**src/rtl/insn_fetch_buf.sv**
```systemverilog
// Instruction fetch front-end: owns the fetch PC, runs a single-outstanding
// bus read and buffers returned words in a 2-entry prefetch queue.
module insn_fetch_buf #(
  parameter int                 ADDR_W   = 30,
  parameter int                 DATA_W   = 32,
  parameter logic [ADDR_W-1:0]  RESET_PC = '0,
  parameter logic [DATA_W-1:0]  NOP_INSN = '0
) (
  input  logic              clk,
  input  logic              reset_,
  input  logic              Stall,
  input  logic              Flush,
  input  logic [ADDR_W-1:0] NewPC,
  input  logic              BrTaken,
  input  logic [ADDR_W-1:0] BrAddr,
  output logic              BusReq,
  output logic [ADDR_W-1:0] BusAddr,
  input  logic              BusAck,
  input  logic [DATA_W-1:0] BusRdData,
  output logic [DATA_W-1:0] Insn,
  output logic [ADDR_W-1:0] InsnPC,
  output logic              InsnValid,
  output logic              FetchStall
);

  typedef enum logic [1:0] {
    IDLE,
    REQ,
    DROP
  } state_e;

  state_e            state_q, state_d;
  logic [ADDR_W-1:0] fetch_pc_q, fetch_pc_d;
  logic [ADDR_W-1:0] bus_addr_q, bus_addr_d;
  logic [DATA_W-1:0] data_q [2];
  logic [ADDR_W-1:0] pc_q [2];
  logic              rd_q, rd_d;
  logic              wr_q, wr_d;
  logic [1:0]        cnt_q, cnt_d;
  logic              redir;
  logic              pop;
  logic              enq;
  logic [ADDR_W-1:0] tgt;

  assign redir      = Flush | BrTaken;
  assign tgt        = Flush ? NewPC : BrAddr;
  assign InsnValid  = (cnt_q != 2'd0);
  assign Insn       = InsnValid ? data_q[rd_q] : NOP_INSN;
  assign InsnPC     = InsnValid ? pc_q[rd_q] : '0;
  assign FetchStall = ~InsnValid & ~redir;
  assign BusAddr    = bus_addr_q;
  assign pop        = InsnValid & ~Stall & ~redir;

  always_comb begin
    state_d    = state_q;
    fetch_pc_d = fetch_pc_q;
    bus_addr_d = bus_addr_q;
    BusReq     = 1'b0;
    enq        = 1'b0;
    unique case (state_q)
      IDLE: begin
        if (!redir && cnt_q < 2'd2) begin
          bus_addr_d = fetch_pc_q;
          state_d    = REQ;
        end
      end
      REQ: begin
        BusReq = 1'b1;
        if (BusAck) begin
          state_d = IDLE;
          if (!redir) begin
            enq        = 1'b1;
            fetch_pc_d = fetch_pc_q + ADDR_W'(1);
          end
        end else if (redir) begin
          state_d = DROP;
        end
      end
      DROP: begin
        // the bus cycle cannot be cancelled; wait it out and drop the data
        BusReq = 1'b1;
        if (BusAck) state_d = IDLE;
      end
      default: state_d = IDLE;
    endcase
    if (redir) fetch_pc_d = tgt;
  end

  always_comb begin
    rd_d  = rd_q;
    wr_d  = wr_q;
    cnt_d = cnt_q;
    if (redir) begin
      rd_d  = 1'b0;
      wr_d  = 1'b0;
      cnt_d = 2'd0;
    end else begin
      if (pop) rd_d = ~rd_q;
      if (enq) wr_d = ~wr_q;
      if (enq && !pop) cnt_d = cnt_q + 2'd1;
      else if (pop && !enq) cnt_d = cnt_q - 2'd1;
    end
  end

  always_ff @(posedge clk or posedge reset_) begin
    if (reset_) begin
      state_q    <= IDLE;
      fetch_pc_q <= RESET_PC;
      bus_addr_q <= RESET_PC;
      rd_q       <= 1'b0;
      wr_q       <= 1'b0;
      cnt_q      <= 2'd0;
      data_q[0]  <= '0;
      data_q[1]  <= '0;
      pc_q[0]    <= '0;
      pc_q[1]    <= '0;
    end else begin
      state_q    <= state_d;
      fetch_pc_q <= fetch_pc_d;
      bus_addr_q <= bus_addr_d;
      rd_q       <= rd_d;
      wr_q       <= wr_d;
      cnt_q      <= cnt_d;
      if (enq) begin
        data_q[wr_q] <= BusRdData;
        pc_q[wr_q]   <= bus_addr_q;
      end
    end
  end

endmodule

```
**config.mk**
```make
export PLATFORM = sky130hd
export DESIGN_NAME = insn_fetch_buf
export DESIGN_NICKNAME = d
export VERILOG_FILES = /design/src/rtl/insn_fetch_buf.sv
export SDC_FILE = /design/constraint.sdc
export NUM_CORES = 1
export LEC_CHECK = 0
export CAP_MARGIN = 10
export CORE_ASPECT_RATIO = 1.4
export CORE_MARGIN = 1
export CORE_UTILIZATION = 40
export CTS_BUF_LIST = sky130_fd_sc_hd__clkbuf_4
export DETAILED_ROUTE_END_ITERATION = 8
export PLACE_DENSITY = 0.65
export SLEW_MARGIN = 0
export SYNTH_ARGS = -nofsm -noshare
export SYNTH_HDL_FRONTEND = slang
export SYNTH_SLANG_ARGS = --single-unit
```
**constraint.sdc**
```tcl
create_clock -name clk -period 8.2 [get_ports clk]
set_clock_uncertainty 0.2 [all_clocks]
set_input_delay 1.64 -clock clk [delete_from_list [all_inputs] [get_ports clk]]
set_output_delay 1.64 -clock clk [all_outputs]
set_load 0.01 [all_outputs]
```
; ---- Yosys cells after proc, flatten, opt, wreduce, memory -nomap -nowiden
; Index checks and enable logic that the tools add are counted.
; W data, S select, Z words.
[word_totals]
register_bits = 190
in_bits = 98
output_inout_bits = 95
word_cells = 85
[classes]
n_addsub = 3
n_lt_le_gt_ge = 4
eq_ne = 5
n_mux = 34
bitwise_logic = 11
reduce_logical = 18
[op_table]
columns = op, count
row1 = $mux W30, 9
row2 = $mux W32, 5
row3 = $bwmux W64, 1
row4 = $bwmux W60, 1
row5 = $demux W32 S1, 1
row6 = $add A30 B1 Y30 const B, 1
row7 = $demux W30 S1, 1
row8 = $mux W2, 7
row9 = $reduce_bool A2 Y1, 5
row10 = $mux W1, 8
row11 = $pmux W2 S3, 1
row12 = $not A1 Y1, 5
row13 = $ge A2 B2 Y1 const B, 2
row14 = $logic_and A1 B1 Y1, 4
row15 = $ne A2 B2 Y1 const B, 2
row16 = $not A1 Y2, 2
row17 = $reduce_and A2 Y1, 2
row18 = $and A1 B1 Y1, 3
row19 = $logic_not A1 Y1, 3
row20 = $ne A3 B3 Y1 const B, 1
row21 = $reduce_and A3 Y1, 1
row22 = $reduce_bool A3 Y1, 1
row23 = $add A2 B1 Y2 const B, 1
row24 = $eq A2 B1 Y1 const B, 1
row25 = 7 further kinds, 7

; ---- Longest topological paths before layout
; Gate-level depths: netlist of the first run.
[depth]
word_depth = 9
ltp_mapped = 9
depth_no_buf = 7

; ---- Worst setup path after synthesis of the first run
; Ideal clock, no wire load.
[synth_timing]
path_kind = input-to-output
start = in BrTaken
end = out FetchStall
arrival_ns = 2.464
required_time_ns = 6.360
path_slack_ns = 3.896
cell_stages = 4
n_path_buf = 2
cell_sequence = clkbuf_1 -> or2_1 -> clkbuf_1 -> nor2_1
[synth_via]
elab_chain_len = 3
[synth_lines]
columns = item, line_no
row1 = "start, declared", 14  ; input logic BrTaken,
row2 = $or A1 B1 Y1, 45  ; assign redir = Flush | BrTaken;
row3 = $not A1 Y1, 50  ; assign FetchStall = ~InsnValid & ~redir;
row4 = $and A1 B1 Y1, 50
row5 = "end, declared", 23  ; output logic FetchStall
; Every way passes these cells.

; ---- Worst setup path after layout of the first run
; Same ends and word-level chain as after synthesis.

==> results of run 1 <==
-- per-stage QoR --
stage	setup slack (ps)	cell area, µm²	utilization	power [µW]
floorplan	1190	9000	-	1960
global placement	2610	11200	0.511	2360
detailed placement	2580	11200	0.511	2380
CTS	2590	11500	0.526	2920
global route	2480	11500	0.526	3080
finish	2620	11500	0.526	2880
-- cells by family after synthesis --
family          Yosys count  share of synthesized area
flops                   190                      0.528
mux                     223                      0.270
xor+xnor                 24                     0.0233
compound gates           76                     0.0529
fa+ha+maj                 5                    0.00695
simple gates            173                     0.0946
buf+inv                  55                     0.0245
-- critical path, cell delays in order --
cell and delay (ps):
clkdlybuf4s50_1 780, or2_1 600, nor2_1 170, clkdlybuf4s50_1 540
-- sequential cells by signal (all words and copies together) (netlist names) --
signal and count:
BusAddr 30, wr_q 1, pc_q 60, rd_q 1, fetch_pc_q 30, data_q 64
state_q 2, cnt_q 2
-- routing by layer --
metal / GRT usage / vias up / wire [µm]
met5: 0 / - / 0
met4: 0.0584 / 0 / 346
met3: 0.0396 / 22 / 1010
met2: 0.342 / 177 / 10800
met1: 0.238 / 3156 / 9290
li1: - / 2999 / -
-- path summary, 6_finish.rpt --
path                            startpoint    endpoint  slack, ps  depth (start not counted)
max in group asynchronous           reset_        rd_q       4880                          3
min in group asynchronous           reset_  data_q[39]       1420                          2
worst min-delay path              pc_q[51]    pc_q[51]        300                          1
worst max-delay path               BrTaken  FetchStall       2620                          4
worst max register to register  state_q[1]   data_q[1]       4870                          5
worst min register to register    pc_q[51]    pc_q[51]        300                          1
-- cell usage in the layout (no fill, tap or decap), drive strengths merged, types with 4 or more instances in the layout --
cell and count:
o21ai 17, nand3 11, xor2 10, clkbuf 17, nor4 5, clkinv 4, mux2i 67, a211oi 8
inv 17, a22oi 6, xnor2 14, dfrtp 190, and3 7, nor2 76, nand4 17, nand2 27
buf 8, ha 5, nor3 6, clkdlybuf4s50 192, a21oi 26, nor2b 9, mux2 156, o22ai 5
-- area by class of cell --
type / count / share of cell area
Antenna cell: 1 / 0.000217
Clock buffer: 17 / 0.0111
Clock inverter: 15 / 0.0166
Inverter: 8 / 0.00325
Multi-Input combinational cell: 501 / 0.352
Sequential cell: 190 / 0.413
Tap cell: 297 / 0.0322
Timing Repair Buffer: 200 / 0.172
-- power by group through the flow --
stage / combinational, µW / sequential, µW / clock [µW]
floorplan: 514 / 1450 / 0
global placement: 868 / 1490 / 0
finish: 876 / 1470 / 539
global route: 961 / 1520 / 598
detailed placement: 888 / 1500 / 0
CTS: 891 / 1470 / 559
==> results.yml, run 1 <==
status:
  outcome: "complete, no violations"
logic_synthesis:
  netlist_area_um2: 9000
  async_flop_share: 1.00
  yosysSeqAreaShare: 0.528
  synth_seq_cells: 190
  synth_cell_type_count: 49
  yosys_warnings: 0
  synth_most_common_cell: "dfrtp_1"
  synth_cells: 746
  synth_edf_count: 0
  synth_nets: 849
  synthTopCellsByArea: "dfrtp_1, mux2_2, mux2i_1, mux2_1, nor2_1"
  yosys.area.top_type: "dfrtp_1"
  synth_top_area_frac: 0.528
  syn_avg_cell_area_um2: 12.1
  synth_commonest_cells: "dfrtp_1, mux2_2, nor2_1"
  synthFlopType: "dfrtp_1"
floorplan:
  io_pins: 193
  std_cell_rows: 64
  core_area_um2: 21900
  die_height_um: 180
  design.die.area_um2: 23100
  initial_utilization: 0.410
  fp.dieW_um: 129
placed_design:
  dp.cells: 1196
  io_buffer_count: 192
  hpwl_mm: 14.6
  place.gp.congestion: 0.853
clock_tree:
  cts.path.max_buffers: 2
  cts-buffers-inserted: 17
  cts.sinks: 190
  ctsHoldBuffers: 0
  cts_resized: 0
  htreeDepth: 4
  post-cts-setup-buffers: 0
  cts_tree: "yes"
  clock-root-buffer: "clkbuf_4"
  clk_pin_slew_ps: 150
  insertion_delay_ps: 580
power:
  power_density_nw_per_um2: 250
  switching_share: 0.323
  p_comb_frac: 0.304
  p_int_uw: 1950
  p_switching_uw: 931
  pwr-share-clk: 0.187
  p_leak_uw: 0.00473
  p_seq_frac: 0.509
  ir_drop_mv: 0.120
setup_path:
  start_kind: "primary input"
  crit_fanout: 19
  cp.arrival_ps: 3740
  worstPathRequired_ps: 6360
  worst-setup-path-type: "primary input to primary output"
  end_kind: "primary output"
timing:
  period_share: 0.680
  finalSetupViolations: 0
  slew_viol_final: 0
  slew_headroom: 0.303
  worst_hold_slack_ps: 303
  tightest_slew_ps: 1050
  period_needed_ps: 5580
  tns_ps: 0
  fmax_mhz: 179
  rsz0062_at_grt: "false"
  finalHoldViolCount: 0
routing:
  wl_per_cell_um: 17.4
  drc: 0
  dr.pass1.iters: 4
  routed_via_density: 5.17
  ant_nets: 0
  wl_mm: 21.4
  drtIter0Drc: 349
  num_vias: 6354
global_routing:
  grt_overflow_total: 0
  grt_pass1_vias: 6743
  grt_start_max_net_pins: 125
  grt_usage: 0.195
  antenna_found_initial: 1
  grt_pass1_wl_mm: 35.2
final_layout:
  multiInputGateArea_um2: 4060
  drive_gt1_frac: 0.190
  syn2layout_area_growth_pct: 28.1
  instances_no_fill: 1229
  finalNetCount: 1021
  fillers: 2039
  seqCellArea_um2: 4760
run:
  drv_cap: 0
hold_path:
  hold_path_class: "flop to flop"
Power figures use the tool's default switching activity.
==> run 2, diff against run 1 <==
- clock period: 8.2 -> 5.4 ns (I/O delays scaled with it)
==> results.yml, run 2 (same netlist as run 1, synthesis figures left out) <==
clock_tree:
  insertion_delay_ps: 580
  cts_tree: "yes"
  htreeDepth: 4
  post-cts-setup-buffers: 0
  ctsHoldBuffers: 0
  clk_pin_slew_ps: 160
  cts.path.max_buffers: 2
  cts_resized: 0
  cts.sinks: 190
  cts-buffers-inserted: 17
  clock-root-buffer: "clkbuf_4"
floorplan:
  io_pins: 193
  design.die.area_um2: 23100
  fp.dieW_um: 129
  core_area_um2: 21900
  die_height_um: 180
  initial_utilization: 0.410
  std_cell_rows: 64
placed_design:
  dp.cells: 1202
  io_buffer_count: 192
  placed_area_um2: 11300
  hpwl_mm: 14.8
  place.gp.congestion: 0.811
global_routing:
  grt_usage: 0.193
  antenna_found_initial: 1
  met2_usage: 0.341
  globalRoute.busiestLayer: "met2"
  grt_pass1_wl_mm: 35.0
  grt_start_max_net_pins: 106
  grt_pass1_vias: 6645
  grt_overflow_total: 0
  grt_use_met3: 0.0402
  grtUsageMet1: 0.236
timing:
  slew_headroom: 0.351
  finalSetupViolations: 0
  period_needed_ps: 4230
  tns_ps: 0
  slew_viol_final: 0
  worst_hold_slack_ps: 306
  rsz0062_at_grt: "false"
  tightest_slew_ps: 973
  period_share: 0.784
  fmax_mhz: 236
  finalHoldViolCount: 0
final_layout:
  largest-register: "data_q"
  finalNetCount: 1027
  syn2layout_area_growth_pct: 29.1
  largest_register_ffs: 64
  layout_commonest_cell: "clkdlybuf4s50_1"
  instances_no_fill: 1235
  top_regs: "data_q: 64 flops, pc_q: 60 flops"
  drive_gt1_frac: 0.195
  fin_area_um2: 11600
  final_cell_mix: "clkdlybuf4s50_1, dfrtp_1, mux2_2"
  fillers: 2031
routing:
  drc: 0
  routed_via_density: 5.18
  ant_nets: 0
  drtIter0Drc: 275
  wl_mm: 21.4
  num_vias: 6395
  dr.pass1.iters: 4
  wl_per_cell_um: 17.3
setup_path:
  cp_cell_sequence: "buf_4 > mux2i_1 > nor2_1 > clkdlybuf4s50_1"
  worst-setup-path-type: "flop to primary output"
  cp.arrival_ps: 2950
  crit_fanout: 51
  rr_startpoint: "state_q[1]"
  end_kind: "primary output"
  startpoint: "rd_q"
  rrSetupSlack_ps: 2510
  start_kind: "flop"
  cpPeakStageDelay_ps: 1110
  worstPathRequired_ps: 4120
  crit_slowest_cell: "dfrtp_4"
hold_path:
  min-delay-start: "data_q[54]"
  hold_path_class: "flop to flop"
power:
  p_switching_uw: 1410
  p_comb_frac: 0.299
  p_leak_uw: 0.00478
  p_int_uw: 3010
  pwr-share-clk: 0.195
  power_density_nw_per_um2: 381
  ir_drop_mv: 0.191
  switching_share: 0.319
  p_seq_frac: 0.505
status:
  outcome: "complete, no violations"
run:
  drv_cap: 0
-- run 2: changes by cell type in the layout (fill, tap and decap cells not counted) --
cell	previous run	this run
inv_8	5	4
inv_6	5	3
clkinv_4	0	2
buf_4	8	12
bufinv_16	1	2
buf_12	0	2
-- run 2: per-stage QoR --
stage	setup slack, ps	total power [µW]	utilization
6_report	1170	4420	0.530
5_1_grt	991	4720	0.530
4_1_cts	1080	4490	0.530
3_5_place_dp	1540	3620	0.514
3_3_place_gp	1530	3580	0.514
2_1_floorplan	1670	2980	-
-- run 2: critical path, delay by kind of cell (launching register included) --
kind,cells,cell delay [ps]
flip-flops,1,1110
multiplexers,1,280
buffers and inverters,2,930
AND/OR/NAND/NOR,1,60
-- run 2: path summary, 6_finish.rpt --
kind                       cells after the start         end
min in group asynchronous                      2  data_q[59]
setup reg to reg                               6  data_q[30]
hold / removal                                 1  data_q[54]
max in group asynchronous                      3        rd_q
setup / recovery                               4   InsnPC[7]
hold reg to reg                                1  data_q[54]
-- run 2: routing by layer --
metal / part of all wire / up-vias / wire [µm]
met1: 0.43 / 3169 / 9100
met5: 0 / - / 0
met2: 0.51 / 176 / 11000
met4: 0.013 / 0 / 277
met3: 0.048 / 22 / 1030
li1: - / 3028 / -
-- run 2: layout make-up --
| class | instances | area, µm² | share of cell area |
|---|---|---|---|
| Tap cell | 297 | 372 | 0.0320 |
| Timing Repair Buffer | 206 | 2050 | 0.177 |
| Inverter | 8 | 33.8 | 0.00291 |
| Multi-Input combinational cell | 501 | 4060 | 0.350 |
| Clock inverter | 15 | 214 | 0.0184 |
| Antenna cell | 1 | 2.50 | 0.000215 |
| Sequential cell | 190 | 4760 | 0.409 |
| Clock buffer | 17 | 128 | 0.0110 |
-- run 2: power by group through the flow --
| stage | clock network, µW | registers (µW) | logic (µW) |
|---|---|---|---|
| after floorplan | 0 | 2200 | 780 |
| after global placement | 0 | 2270 | 1310 |
| after detailed placement | 0 | 2280 | 1340 |
| after CTS | 896 | 2250 | 1350 |
| after global routing | 957 | 2310 | 1450 |
| final | 863 | 2240 | 1320 |
